[config.mk]
export PLATFORM = sky130hd
export DESIGN_NAME = sensor_sample_feeder_flat
export DESIGN_NICKNAME = d
export VERILOG_FILES = /design/src/rtl/sensor_sample_feeder_pkg.sv /design/src/rtl/sensor_sample_feeder_if.sv /design/src/rtl/sensor_sample_feeder_fifo.sv /design/src/rtl/sensor_sample_feeder.sv /design/src/flat_wrapper.sv
export SDC_FILE = /design/constraint.sdc
export NUM_CORES = 1
export LEC_CHECK = 0
export CORE_MARGIN = 1
export CORE_UTILIZATION = 40
export CTS_CLUSTER_DIAMETER = 40
export DETAILED_ROUTE_END_ITERATION = 6
export SETUP_SLACK_MARGIN = 0.4
export SLEW_MARGIN = 10
export SYNTH_ARGS = -nofsm -noshare
export SYNTH_HDL_FRONTEND = slang
export SYNTH_HIERARCHICAL = 1
export SYNTH_SLANG_ARGS = --single-unit
[constraint.sdc]
create_clock -name clk -period 9.5 [get_ports clk]
set_clock_uncertainty 0.15 [all_clocks]
set_input_delay 1.9 -clock clk [delete_from_list [all_inputs] [get_ports clk]]
set_output_delay 1.9 -clock clk [all_outputs]
set_load 0.005 [all_outputs]
[src/rtl/sensor_sample_feeder_pkg.sv]
// sensor_feeder_pkg: shared types and defaults for the sensor sample feeder.
// Holds the issue FSM state enum, default sizing and the drop counter ceiling.
package sensor_feeder_pkg;

  typedef enum logic {
    IDLE,
    HOLD
  } feeder_state_e;

  localparam int          DEF_DEPTH        = 8;
  localparam int          DEF_ISSUE_CYCLES = 6;
  localparam logic [15:0] DROP_MAX         = 16'hFFFF;

endpackage

[src/rtl/sensor_sample_feeder_if.sv]
// sensor_sample_feeder_if: sensor push side, checker issue side and status.
// master: drives s_data/s_valid/flush; slave: drives det_*, fifo_level, drop_count.
interface sensor_sample_feeder_if
  import sensor_feeder_pkg::*;
#(
  parameter int DEPTH = DEF_DEPTH
) ();

  logic [7:0]             s_data;
  logic                   s_valid;
  logic                   flush;
  logic [7:0]             det_data;
  logic                   det_valid;
  logic [$clog2(DEPTH):0] fifo_level;
  logic [15:0]            drop_count;

  modport master (
    output s_data, s_valid, flush,
    input  det_data, det_valid, fifo_level, drop_count
  );

  modport slave (
    input  s_data, s_valid, flush,
    output det_data, det_valid, fifo_level, drop_count
  );

endinterface

[src/rtl/sensor_sample_feeder_fifo.sv]
// sample_fifo: DEPTH x 8 circular buffer with head shown combinationally.
// Ports: push_i/pop_i/flush_i, data_i, data_o (head), full_o, empty_o, level_o.
module sample_fifo #(
  parameter int DEPTH = 8,
  localparam int AW = $clog2(DEPTH),
  localparam int LW = AW + 1
) (
  input  logic          clk,
  input  logic          reset,
  input  logic          push_i,
  input  logic          pop_i,
  input  logic          flush_i,
  input  logic [7:0]    data_i,
  output logic [7:0]    data_o,
  output logic          full_o,
  output logic          empty_o,
  output logic [LW-1:0] level_o
);

  logic [7:0]    mem_q [DEPTH];
  logic [AW-1:0] wptr_q;
  logic [AW-1:0] rptr_q;
  logic [LW-1:0] level_q;

  // Storage needs no reset; occupancy alone decides what is valid.
  always_ff @(posedge clk) begin
    if (push_i && !flush_i) mem_q[wptr_q] <= data_i;
  end

  always_ff @(posedge clk or negedge reset) begin
    if (!reset) begin
      wptr_q  <= '0;
      rptr_q  <= '0;
      level_q <= '0;
    end else if (flush_i) begin
      wptr_q  <= '0;
      rptr_q  <= '0;
      level_q <= '0;
    end else begin
      if (push_i) wptr_q <= wptr_q + 1'b1;
      if (pop_i)  rptr_q <= rptr_q + 1'b1;
      unique case ({push_i, pop_i})
        2'b10:   level_q <= level_q + 1'b1;
        2'b01:   level_q <= level_q - 1'b1;
        default: level_q <= level_q;
      endcase
    end
  end

  assign data_o  = mem_q[rptr_q];
  assign full_o  = (level_q == LW'(DEPTH));
  assign empty_o = (level_q == '0);
  assign level_o = level_q;

endmodule

[src/rtl/sensor_sample_feeder.sv]
// sensor_sample_feeder: buffers unstallable sensor samples, issues one per period.
// Ports: clk, reset (async active-low), bus (slave: sensor in, checker out, status).
module sensor_sample_feeder
  import sensor_feeder_pkg::*;
#(
  parameter int DEPTH        = DEF_DEPTH,
  parameter int ISSUE_CYCLES = DEF_ISSUE_CYCLES,
  localparam int LW = $clog2(DEPTH) + 1,
  localparam int CW = $clog2(ISSUE_CYCLES)
) (
  input  logic                  clk,
  input  logic                  reset,
  sensor_sample_feeder_if.slave bus
);

  feeder_state_e state_q;
  logic [CW-1:0] cnt_q;
  logic [7:0]    det_data_q;
  logic          det_valid_q;
  logic [15:0]   drop_q;
  logic [15:0]   drop_d;

  logic          push;
  logic          pop;
  logic          drop;
  logic          full;
  logic          empty;
  logic [7:0]    head;
  logic [LW-1:0] level;

  // A pop frees a slot on the same edge, so a full FIFO still takes the write.
  assign pop  = (state_q == IDLE) && !empty && !bus.flush;
  assign push = bus.s_valid && (!full || pop) && !bus.flush;
  assign drop = bus.s_valid && full && !pop && !bus.flush;

  sample_fifo #(
    .DEPTH(DEPTH)
  ) u_fifo (
    .clk    (clk),
    .reset  (reset),
    .push_i (push),
    .pop_i  (pop),
    .flush_i(bus.flush),
    .data_i (bus.s_data),
    .data_o (head),
    .full_o (full),
    .empty_o(empty),
    .level_o(level)
  );

  always_ff @(posedge clk or negedge reset) begin
    if (!reset) begin
      state_q     <= IDLE;
      cnt_q       <= '0;
      det_data_q  <= '0;
      det_valid_q <= 1'b0;
    end else if (bus.flush) begin
      state_q     <= IDLE;
      cnt_q       <= '0;
      det_data_q  <= '0;
      det_valid_q <= 1'b0;
    end else begin
      det_valid_q <= 1'b0;
      unique case (state_q)
        IDLE: begin
          if (pop) begin
            det_data_q  <= head;
            det_valid_q <= 1'b1;
            cnt_q       <= CW'(ISSUE_CYCLES - 1);
            state_q     <= HOLD;
          end
        end
        HOLD: begin
          if (cnt_q == '0) state_q <= IDLE;
          else             cnt_q   <= cnt_q - 1'b1;
        end
      endcase
    end
  end

  always_comb begin
    drop_d = drop_q;
    if (drop && (drop_q != DROP_MAX)) drop_d = drop_q + 1'b1;
  end

  always_ff @(posedge clk or negedge reset) begin
    if (!reset) drop_q <= '0;
    else        drop_q <= drop_d;
  end

  assign bus.det_data   = det_data_q;
  assign bus.det_valid  = det_valid_q;
  assign bus.fifo_level = level;
  assign bus.drop_count = drop_q;

endmodule

[src/flat_wrapper.sv]
// flat-port wrapper written by rule: the top's interface ports become plain ports
module sensor_sample_feeder_flat import sensor_feeder_pkg::*;
#(
  parameter int DEPTH        = DEF_DEPTH,
  parameter int ISSUE_CYCLES = DEF_ISSUE_CYCLES,
  localparam int LW = $clog2(DEPTH) + 1,
  localparam int CW = $clog2(ISSUE_CYCLES)
)
  (clk, reset, bus_s_data, bus_s_valid, bus_flush, bus_det_data, bus_det_valid, bus_fifo_level, bus_drop_count);
  sensor_sample_feeder_if #(.DEPTH(DEPTH)) bus_i ();
  input  logic clk;
  input  logic reset;
  input wire logic [$bits(bus_i.s_data)-1:0] bus_s_data;
  input wire logic [$bits(bus_i.s_valid)-1:0] bus_s_valid;
  input wire logic [$bits(bus_i.flush)-1:0] bus_flush;
  output wire logic [$bits(bus_i.det_data)-1:0] bus_det_data;
  output wire logic [$bits(bus_i.det_valid)-1:0] bus_det_valid;
  output wire logic [$bits(bus_i.fifo_level)-1:0] bus_fifo_level;
  output wire logic [$bits(bus_i.drop_count)-1:0] bus_drop_count;
  assign bus_i.s_data = bus_s_data;
  assign bus_i.s_valid = bus_s_valid;
  assign bus_i.flush = bus_flush;
  assign bus_det_data = bus_i.det_data;
  assign bus_det_valid = bus_i.det_valid;
  assign bus_fifo_level = bus_i.fifo_level;
  assign bus_drop_count = bus_i.drop_count;
  sensor_sample_feeder #(.DEPTH(DEPTH), .ISSUE_CYCLES(ISSUE_CYCLES)) u_core (.clk(clk), .reset(reset), .bus(bus_i));
endmodule
==> results of run 1 <==
final cells by class:
cell class,instances,area share
Inverter,10,0.00698
Clock inverter,6,0.00837
Multi-Input combinational cell,185,0.292
Timing Repair Buffer,44,0.0791
Tap cell,140,0.0326
Clock buffer,10,0.0426
Sequential cell,103,0.539
sequential cells by signal, summed over array words and instances (netlist names):
signal	cells
u_core/cnt_q	3
u_core/bus.drop_count	16
u_core/bus.det_valid	1
u_core/bus.det_data	8
u_core/u_fifo/rptr_q	3
u_core/state_q	1
u_core/u_fifo/wptr_q	3
u_core/u_fifo/mem_q	64
u_core/u_fifo/level_o	4
per-layer routing:
layer | up-vias | GRT usage | wire length, µm
met3 | 14 | 0.0383 | 374
met2 | 76 | 0.253 | 4120
met5 | - | 0 | 0
met4 | 0 | 0.0589 | 137
li1 | 1264 | - | -
met1 | 1290 | 0.192 | 3870
through the flow:
step	hold slack [ps]	power (mW)	instance area, µm²
after global placement	348	0.869	5100
after detailed placement	364	0.876	5100
after CTS	373	1.22	5380
after global routing	405	1.27	5380
final	367	1.21	5380
after floorplan	353	0.782	4590
placed cells by master, fill, tap and decap left out, types with 3 or more instances in the layout:
| cell | count |
|---|---|
| a21oi_1 | 16 |
| edfxtp_1 | 64 |
| clkdlybuf4s50_1 | 39 |
| buf_4 | 4 |
| dfrtp_1 | 39 |
| ha_1 | 7 |
| mux4_1 | 16 |
| nand2_1 | 27 |
| nor2_1 | 26 |
| nand3_1 | 7 |
| nand4_1 | 6 |
| nor3_1 | 5 |
| xor2_1 | 6 |
| inv_1 | 10 |
| or2_2 | 3 |
| mux2i_1 | 4 |
| xnor2_1 | 10 |
| clkbuf_16 | 9 |
| mux2_2 | 11 |
| nor4_1 | 5 |
critical path, cell delays in order:
cell and delay, ps:
clkdlybuf4s50_1 410, buf_4 240, nand2b_2 270, a21oi_1 940, nor2b_1 230, ha_1 400
a31o_2 260, a2111oi_0 380, nand4b_1 160
power by group through the flow:
stage / Sequential, mW / Clock [mW] / Combinational (mW)
final: 0.566 / 0.344 / 0.301
after global placement: 0.575 / 0 / 0.295
after CTS: 0.567 / 0.353 / 0.303
after floorplan: 0.545 / 0 / 0.237
after global routing: 0.574 / 0.369 / 0.332
after detailed placement: 0.576 / 0 / 0.301
path summary, 6_finish.rpt:
check,end,slack [ps],cells past startpoint
worst min register to register,u_core/bus.drop_count[3],370,1
max in group asynchronous,u_core/u_fifo/rptr_q[1],7120,1
min in group asynchronous,u_core/bus.drop_count[0],1520,1
worst max-delay path,u_core/u_fifo/level_o[3],4420,9
worst max register to register,u_core/u_fifo/level_o[3],5670,9
worst min-delay path,u_core/bus.drop_count[3],370,1
kinds of logic after synthesis:
logic type,count (synthesis),share of synthesized area
buf+inv,24,0.0267
compound gates,28,0.0401
flops,103,0.631
fa+ha+maj,7,0.0191
simple gates,102,0.122
xor+xnor,16,0.0305
mux,32,0.131
==> impl_metrics.py, run 1 <==
metrics = {
    "run_status": {
        "outcome": "finished clean",
    },
    "place": {
        "dp_slack_ps": 4100,
        "portBuffers": 40,
        "hpwl_um": 5620,
        "placed_cells": 482,
        "gp_congestion": 0.775,
    },
    "yosys": {
        "syn-cell-area_um2": 4590,
        "syn-instance-count": 312,
        "avgSynthCellArea_um2": 14.7,
        "async_flop_share": 0.379,
        "synth_edf_count": 64,
        "synth_top_cell_by_area": "edfxtp_1",
        "ys_seq_elements": 103,
        "post-synth-top-area-fraction": 0.419,
        "yosysMostFrequentCell": "edfxtp_1",
        "synth_fp_nets": 331,
        "ys.flop_type": "edfxtp_1",
        "synthTopCellsByCount": "edfxtp_1 (64), dfrtp_1 (39), nand2_1 (27)",
        "yosysWarnings": 6,
        "ys_seq_area_frac": 0.631,
        "ys_types": 52,
        "synthTopCellsByArea": "edfxtp_1 (42%), dfrtp_1 (21%), mux4_1 (9.2%)",
    },
    "cells_and_area": {
        "diodes": 0,
        "multiInputGateArea_um2": 1570,
        "nets": 372,
        "area.growth.synth_to_final_pct": 17.2,
        "fillers": 968,
        "fin_util": 0.488,
        "drive_gt1_frac": 0.123,
        "stdcell_count": 498,
        "seq_area_um2": 2900,
    },
    "detailed_routing": {
        "viasPerCell": 5.31,
        "drtAntennaViolNets": 0,
        "remaining_drc_errors": 0,
        "drt-initial-drc-count": 181,
        "wirelength_um": 8510,
        "via_count": 2644,
        "first_pass_iters": 4,
        "wl_per_cell_um": 17.1,
    },
    "clocking": {
        "cts_root_buf": "clkbuf_16",
        "tritoncts": "built",
        "postCtsHoldBufs": 0,
        "cts-htree-levels": 3,
        "post_cts_buffers": 0,
        "cts_max_path_buffers": 2,
        "cts_resized": 0,
        "cts_buffers": 9,
        "clk_latency_ps": 350,
        "clk_pin_slew_ps": 70,
        "numClockSinks": 103,
    },
    "grt": {
        "grt.overflow.total": 0,
        "grtUsageTotal": 0.153,
        "grt_pass1_wl_um": 13300,
        "grt_pass1_vias": 2582,
        "antenna_found_initial": 0,
        "grt_max_degree": 40,
    },
    "floorplan": {
        "core_area_um2": 11000,
        "die_h_um": 109,
        "num_io_pins": 41,
        "start_util": 0.416,
        "rows": 38,
        "dieArea_um2": 11900,
        "die_w_um": 109,
    },
    "flow_run": {
        "cap_violations": 0,
    },
    "timing": {
        "timing.fmax_mhz": 197,
        "layout_setup_ws_ps": 4420,
        "hold_viol_final": 0,
        "slew_headroom": 0.190,
        "tns_ps": 0,
        "worst_slew_pin_slew_ps": 1220,
        "setup_viol": 0,
        "drv_slew": 0,
        "min_period_over_period": 0.535,
        "finalCriticalPeriod_ps": 5080,
        "rsz0062_at_grt": "false",
    },
    "power_and_ir_drop": {
        "sw_frac_of_total": 0.298,
        "internal_power_mw": 0.849,
        "pwr-share-clk": 0.284,
        "switchingPower_mw": 0.361,
        "sequentialPowerShare": 0.467,
        "ir_drop_mv": 0.139,
        "leakagePower_nw": 1.97,
        "power.density_nw_per_um2": 225,
        "p_comb_frac": 0.249,
    },
    "hold_path": {
        "worstHoldStart": "u_core/bus.drop_count[3]",
        "min_path_type": "reg2reg",
    },
    "worst_setup_path": {
        "endpoint_kind": "flop",
        "worstPathMaxFanout": 33,
        "timing.rr.start": "u_core/u_fifo/level_o[1]",
        "crit_type": "in2reg",
        "arrival_ps": 5210,
        "start_kind": "primary input",
        "cp.required_ps": 9630,
        "crit_path_start": "bus_flush",
    },
}
Note: power is estimated with default switching activity, not from simulation.
==> inputs of run 2 (changes only) <==
==> constraint.sdc (replaced) <==
create_clock -name clk -period 4.3 [get_ports clk]
set_clock_uncertainty 0.15 [all_clocks]
set_input_delay 0.86 -clock clk [delete_from_list [all_inputs] [get_ports clk]]
set_output_delay 0.86 -clock clk [all_outputs]
set_load 0.005 [all_outputs]
==> impl_metrics.py, run 2 (synthesized netlist as in run 1, its figures left out) <==
metrics = {
    "worst_setup_path": {
        "slowest_delay_ps": 500,
        "crit_path_cell_trace": "nor4_1 -> buf_4 -> or2_2 -> nor2_1 -> buf_4 -> nor2b_1 -> ha_1 -> a31o_2 -> a2111oi_0 -> nand4b_1",
        "crit_type": "reg2reg",
        "cpMostUsedCell": "buf_4",
        "start_kind": "flop",
        "worstPathMaxFanout": 11,
        "path_delay_family": "simple AND/OR/NAND/NOR gates",
        "critPathSlowestCell": "dfrtp_1",
        "cp.required_ps": 4430,
        "rr_worst_depth": 10,
        "path_depth": 10,
        "endpoint_kind": "flop",
        "arrival_ps": 3260,
        "crit_buf_inv": 2,
    },
    "timing": {
        "slew_headroom": 0.349,
        "tns_ps": 0,
        "hold_viol_final": 0,
        "layout_setup_ws_ps": 1180,
        "rsz0062_at_grt": "false",
        "timing.fmax_mhz": 320,
        "drv_slew": 0,
        "timing.hold.ws_ps": 372,
        "finalCriticalPeriod_ps": 3120,
        "worst_slew_pin_slew_ps": 976,
        "min_period_over_period": 0.727,
        "setup_viol": 0,
    },
    "grt": {
        "antenna_found_initial": 0,
        "grt.overflow.total": 0,
        "grt_max_degree": 40,
        "grt_pass1_vias": 2747,
        "grt_pass1_wl_um": 14100,
        "grtUsageTotal": 0.161,
    },
    "cells_and_area": {
        "largest_register_ffs": 64,
        "stdcell_count": 506,
        "mostFrequentLayoutCells": "edfxtp_1 (64), clkdlybuf4s50_1 (39), dfrtp_1 (39)",
        "area.growth.synth_to_final_pct": 19.3,
        "regMostFlops": "u_core/u_fifo/mem_q",
        "multiInputGateArea_um2": 1570,
        "final_common_cell": "edfxtp_1",
        "fillers": 975,
        "drive_gt1_frac": 0.148,
        "diodes": 0,
        "nets": 380,
        "seq_area_um2": 2900,
    },
    "place": {
        "hpwl_um": 5800,
        "gp_congestion": 0.820,
        "portBuffers": 40,
        "placed_cells": 490,
        "dp_slack_ps": 1020,
    },
    "clocking": {
        "tritoncts": "built",
        "cts_buffers": 9,
        "cts_resized": 0,
        "cts_max_path_buffers": 2,
        "post_cts_buffers": 0,
        "numClockSinks": 103,
        "clk_latency_ps": 340,
        "clk_pin_slew_ps": 80,
        "postCtsHoldBufs": 0,
        "cts_root_buf": "clkbuf_16",
        "cts-htree-levels": 3,
    },
    "detailed_routing": {
        "drt-initial-drc-count": 114,
        "wl_per_cell_um": 17.3,
        "via_count": 2706,
        "remaining_drc_errors": 0,
        "first_pass_iters": 4,
        "viasPerCell": 5.35,
        "drtAntennaViolNets": 0,
        "wirelength_um": 8780,
    },
    "power_and_ir_drop": {
        "power.density_nw_per_um2": 506,
        "ir_drop_mv": 0.348,
        "leakagePower_nw": 2.03,
        "p_total_mw": 2.77,
    },
    "flow_run": {
        "cap_violations": 0,
    },
    "floorplan": {
        "dieArea_um2": 11900,
        "core_area_um2": 11000,
        "die_w_um": 109,
        "die_h_um": 109,
        "rows": 38,
        "start_util": 0.416,
        "num_io_pins": 41,
    },
    "hold_path": {
        "min_path_cells": 2,
        "min_path_type": "reg2reg",
    },
    "run_status": {
        "outcome": "finished clean",
    },
}
-- run 2: cell types whose count changed in the layout (fill, tap and decap cells not counted) --
cell	before	now
clkinv_4	1	0
clkinv_1	1	0
buf_4	4	12
clkbuf_1	1	0
inv_8	1	2
bufinv_16	0	1
clkinvlp_4	1	0
inv_6	1	3
-- run 2: path summary, 6_finish.rpt --
path,start,slack [ps],end
setup / recovery,u_core/u_fifo/level_o[1],1180,u_core/u_fifo/level_o[3]
hold / removal,u_core/bus.det_data[6],370,u_core/bus.det_data[6]
setup reg to reg,u_core/u_fifo/level_o[1],1180,u_core/u_fifo/level_o[3]
hold reg to reg,u_core/bus.det_data[6],370,u_core/bus.det_data[6]
max in group asynchronous,reset,2940,u_core/bus.drop_count[11]
min in group asynchronous,reset,500,u_core/bus.det_data[4]
-- run 2: stage by stage --
stage,util,instance area (µm²)
4_1_cts,0.496,5470
5_1_grt,0.496,5470
3_5_place_dp,0.468,5160
3_3_place_gp,0.468,5160
6_report,0.496,5470
2_1_floorplan,-,4590
-- run 2: metal layers --
metal | GRT usage | up-vias | share of wire | wire, µm
met5 | 0 | - | 0 | 0
met4 | 0.0647 | 0 | 0.015 | 135
met3 | 0.0383 | 10 | 0.037 | 325
met2 | 0.265 | 60 | 0.50 | 4380
met1 | 0.205 | 1351 | 0.45 | 3940
li1 | - | 1285 | - | -
-- run 2: final cells by class --
cell class / instances / area share
well taps: 140 / 0.0320
clock buffers: 9 / 0.0411
multi-input cells: 185 / 0.287
clock inverters: 7 / 0.0153
flip-flops and latches: 103 / 0.529
inverters: 10 / 0.00686
repair buffers: 52 / 0.0887
-- run 2: power by group --
| group | leakage (nW) | internal [mW] | switching, mW |
|---|---|---|---|
| Combinational | 0.782 | 0.359 | 0.317 |
| Clock | 0.155 | 0.465 | 0.381 |
| Sequential | 1.09 | 1.13 | 0.124 |
| Total | 2.03 | 1.95 | 0.821 |
-- run 2: worst register-to-register path, cell delays in order (launching register included) --
cell       delay (ps)
dfrtp_1           500
nor4_1            120
buf_4             170
or2_2             390
nor2_1            130
buf_4             190
nor2b_1           270
ha_1              320
a31o_2            260
a2111oi_0         390
nand4b_1          170
==> inputs of run 3 (changes only) <==
==> constraint.sdc (replaced) <==
create_clock -name clk -period 2.8 [get_ports clk]
set_clock_uncertainty 0.15 [all_clocks]
set_input_delay 0.56 -clock clk [delete_from_list [all_inputs] [get_ports clk]]
set_output_delay 0.56 -clock clk [all_outputs]
set_load 0.005 [all_outputs]
==> impl_metrics.py, run 3 (synthesized netlist as in run 1, its figures left out) <==
metrics = {
    "grt": {
        "grtUsageTotal": 0.158,
        "met2_usage": 0.268,
        "busiest_layer": "met2",
        "grt_max_degree": 40,
        "gr-usage-met1": 0.201,
        "antenna_found_initial": 0,
        "grtUsageMet3": 0.0359,
        "grt_pass1_wl_um": 13900,
        "grt_pass1_vias": 2714,
        "grt.overflow.total": 0,
    },
    "place": {
        "post_dp_cell_area_um2": 5290,
        "gp_congestion": 0.814,
        "portBuffers": 40,
        "hpwl_um": 5670,
    },
    "worst_setup_path": {
        "worstPathMaxFanout": 13,
        "arrival_ps": 2270,
        "timing.rr.start": "u_core/u_fifo/level_o[3]",
        "rr_worst_depth": 10,
        "crit_path_cell_trace": "clkdlybuf4s50_1 -> nand2b_2 -> a21oi_2 -> buf_4 -> nand2_2 -> nor4_4 -> buf_12",
        "start_kind": "primary input",
        "crit_end": "u_core/u_fifo/mem_q[4][3]",
        "r2r_setup_slack_ps": 450,
        "crit_path_start": "bus_flush",
        "critPathSlowestCell": "clkdlybuf4s50_1",
        "r2r-end": "u_core/u_fifo/level_o[2]",
        "crit_type": "in2reg",
        "slowest_delay_ps": 470,
        "cp.required_ps": 2720,
        "endpoint_kind": "flop",
    },
    "timing": {
        "worst_slew_pin_slew_ps": 909,
        "timing.fmax_mhz": 426,
        "hold_viol_final": 0,
        "timing.hold.ws_ps": 190,
        "drv_slew": 0,
        "setup_viol": 0,
        "finalCriticalPeriod_ps": 2350,
        "min_period_over_period": 0.839,
        "slew_headroom": 0.394,
        "tns_ps": 0,
        "rsz0062_at_grt": "true",
    },
    "cells_and_area": {
        "fin_util": 0.514,
        "drive_gt1_frac": 0.206,
        "seq_area_um2": 2900,
        "largest_register_ffs": 64,
        "area.growth.synth_to_final_pct": 23.5,
        "final_common_cell": "edfxtp_1",
        "diodes": 0,
        "nets": 383,
        "mostFrequentLayoutCells": "edfxtp_1 (64), clkdlybuf4s50_1 (39), dfrtp_1 (36)",
        "fillers": 925,
        "regMostFlops": "u_core/u_fifo/mem_q",
        "multiInputGateArea_um2": 1700,
        "post-route-cell-area_um2": 5670,
    },
    "detailed_routing": {
        "viasPerCell": 5.35,
        "drtAntennaViolNets": 0,
        "via_count": 2725,
        "drt-initial-drc-count": 142,
        "first_pass_iters": 4,
        "wl_per_cell_um": 16.6,
        "remaining_drc_errors": 0,
        "wirelength_um": 8440,
    },
    "clocking": {
        "clk_latency_ps": 340,
        "cts_root_buf": "clkbuf_16",
        "cts_max_path_buffers": 2,
        "clk_pin_slew_ps": 70,
        "tritoncts": "built",
        "numClockSinks": 103,
        "cts-htree-levels": 3,
        "postCtsHoldBufs": 0,
        "cts_buffers": 9,
    },
    "power_and_ir_drop": {
        "ir_drop_mv": 0.439,
        "power.density_nw_per_um2": 780,
        "p_total_mw": 4.42,
        "leakagePower_nw": 2.06,
    },
    "hold_path": {
        "min_path_type": "in2async",
    },
    "run_status": {
        "outcome": "finished clean",
    },
    "floorplan": {
        "start_util": 0.416,
        "rows": 38,
        "core_area_um2": 11000,
        "num_io_pins": 41,
        "die_w_um": 109,
        "die_h_um": 109,
        "dieArea_um2": 11900,
    },
    "flow_run": {
        "cap_violations": 0,
    },
}
run 3: what timing repair did:
action	CTS	global route
endpoints found under the setup margin	2	30
pin swaps	1	5
resized for setup	1	3
setup buffers	3	1
run 3: power by group:
group	internal [mW]	leakage (nW)	switching, mW
clock	0.725	0.155	0.597
combinational	0.649	0.811	0.588
sequential	1.73	1.09	0.128
run 3: cell type report:
class	instances	area share
sequential	103	0.512
inverter	10	0.00662
timing repair buffer	55	0.0940
clock inverter	7	0.0166
multi-input combinational	185	0.300
tap	140	0.0309
clock buffer	9	0.0397
run 3: worst max-delay path: cells and delay by family:
kind	cells	cell delay, ps
compound gates	1	190
buf+inv	3	890
simple gates	3	620
run 3: through the flow:
step / worst slack, ps / cells
final: 450 / 509
after global routing: 293 / 509
after CTS: 400 / 508
after detailed placement: 75.5 / 489
after global placement: 149 / 489
after floorplan: 156 / 312
run 3: metal layers:
metal | vias to the layer above | wire, µm
li1 | 1297 | -
met1 | 1354 | 3810
met2 | 66 | 4200
met3 | 8 | 324
met4 | 0 | 100
met5 | - | 0
run 3: worst min-delay path by stage:
stage	from	end	slack [ps]	depth (start not counted)
finish	reset	u_core/bus.drop_count[14]	190	1
global route	reset	u_core/bus.drop_count[13]	270	1
CTS	reset	u_core/bus.det_data[6]	230	1
detailed placement	u_core/bus.det_data[6]	u_core/bus.det_data[6]	370	2
global placement	u_core/bus.drop_count[3]	u_core/bus.drop_count[3]	350	1
floorplan	reset	u_core/bus.det_data[0]	110	0
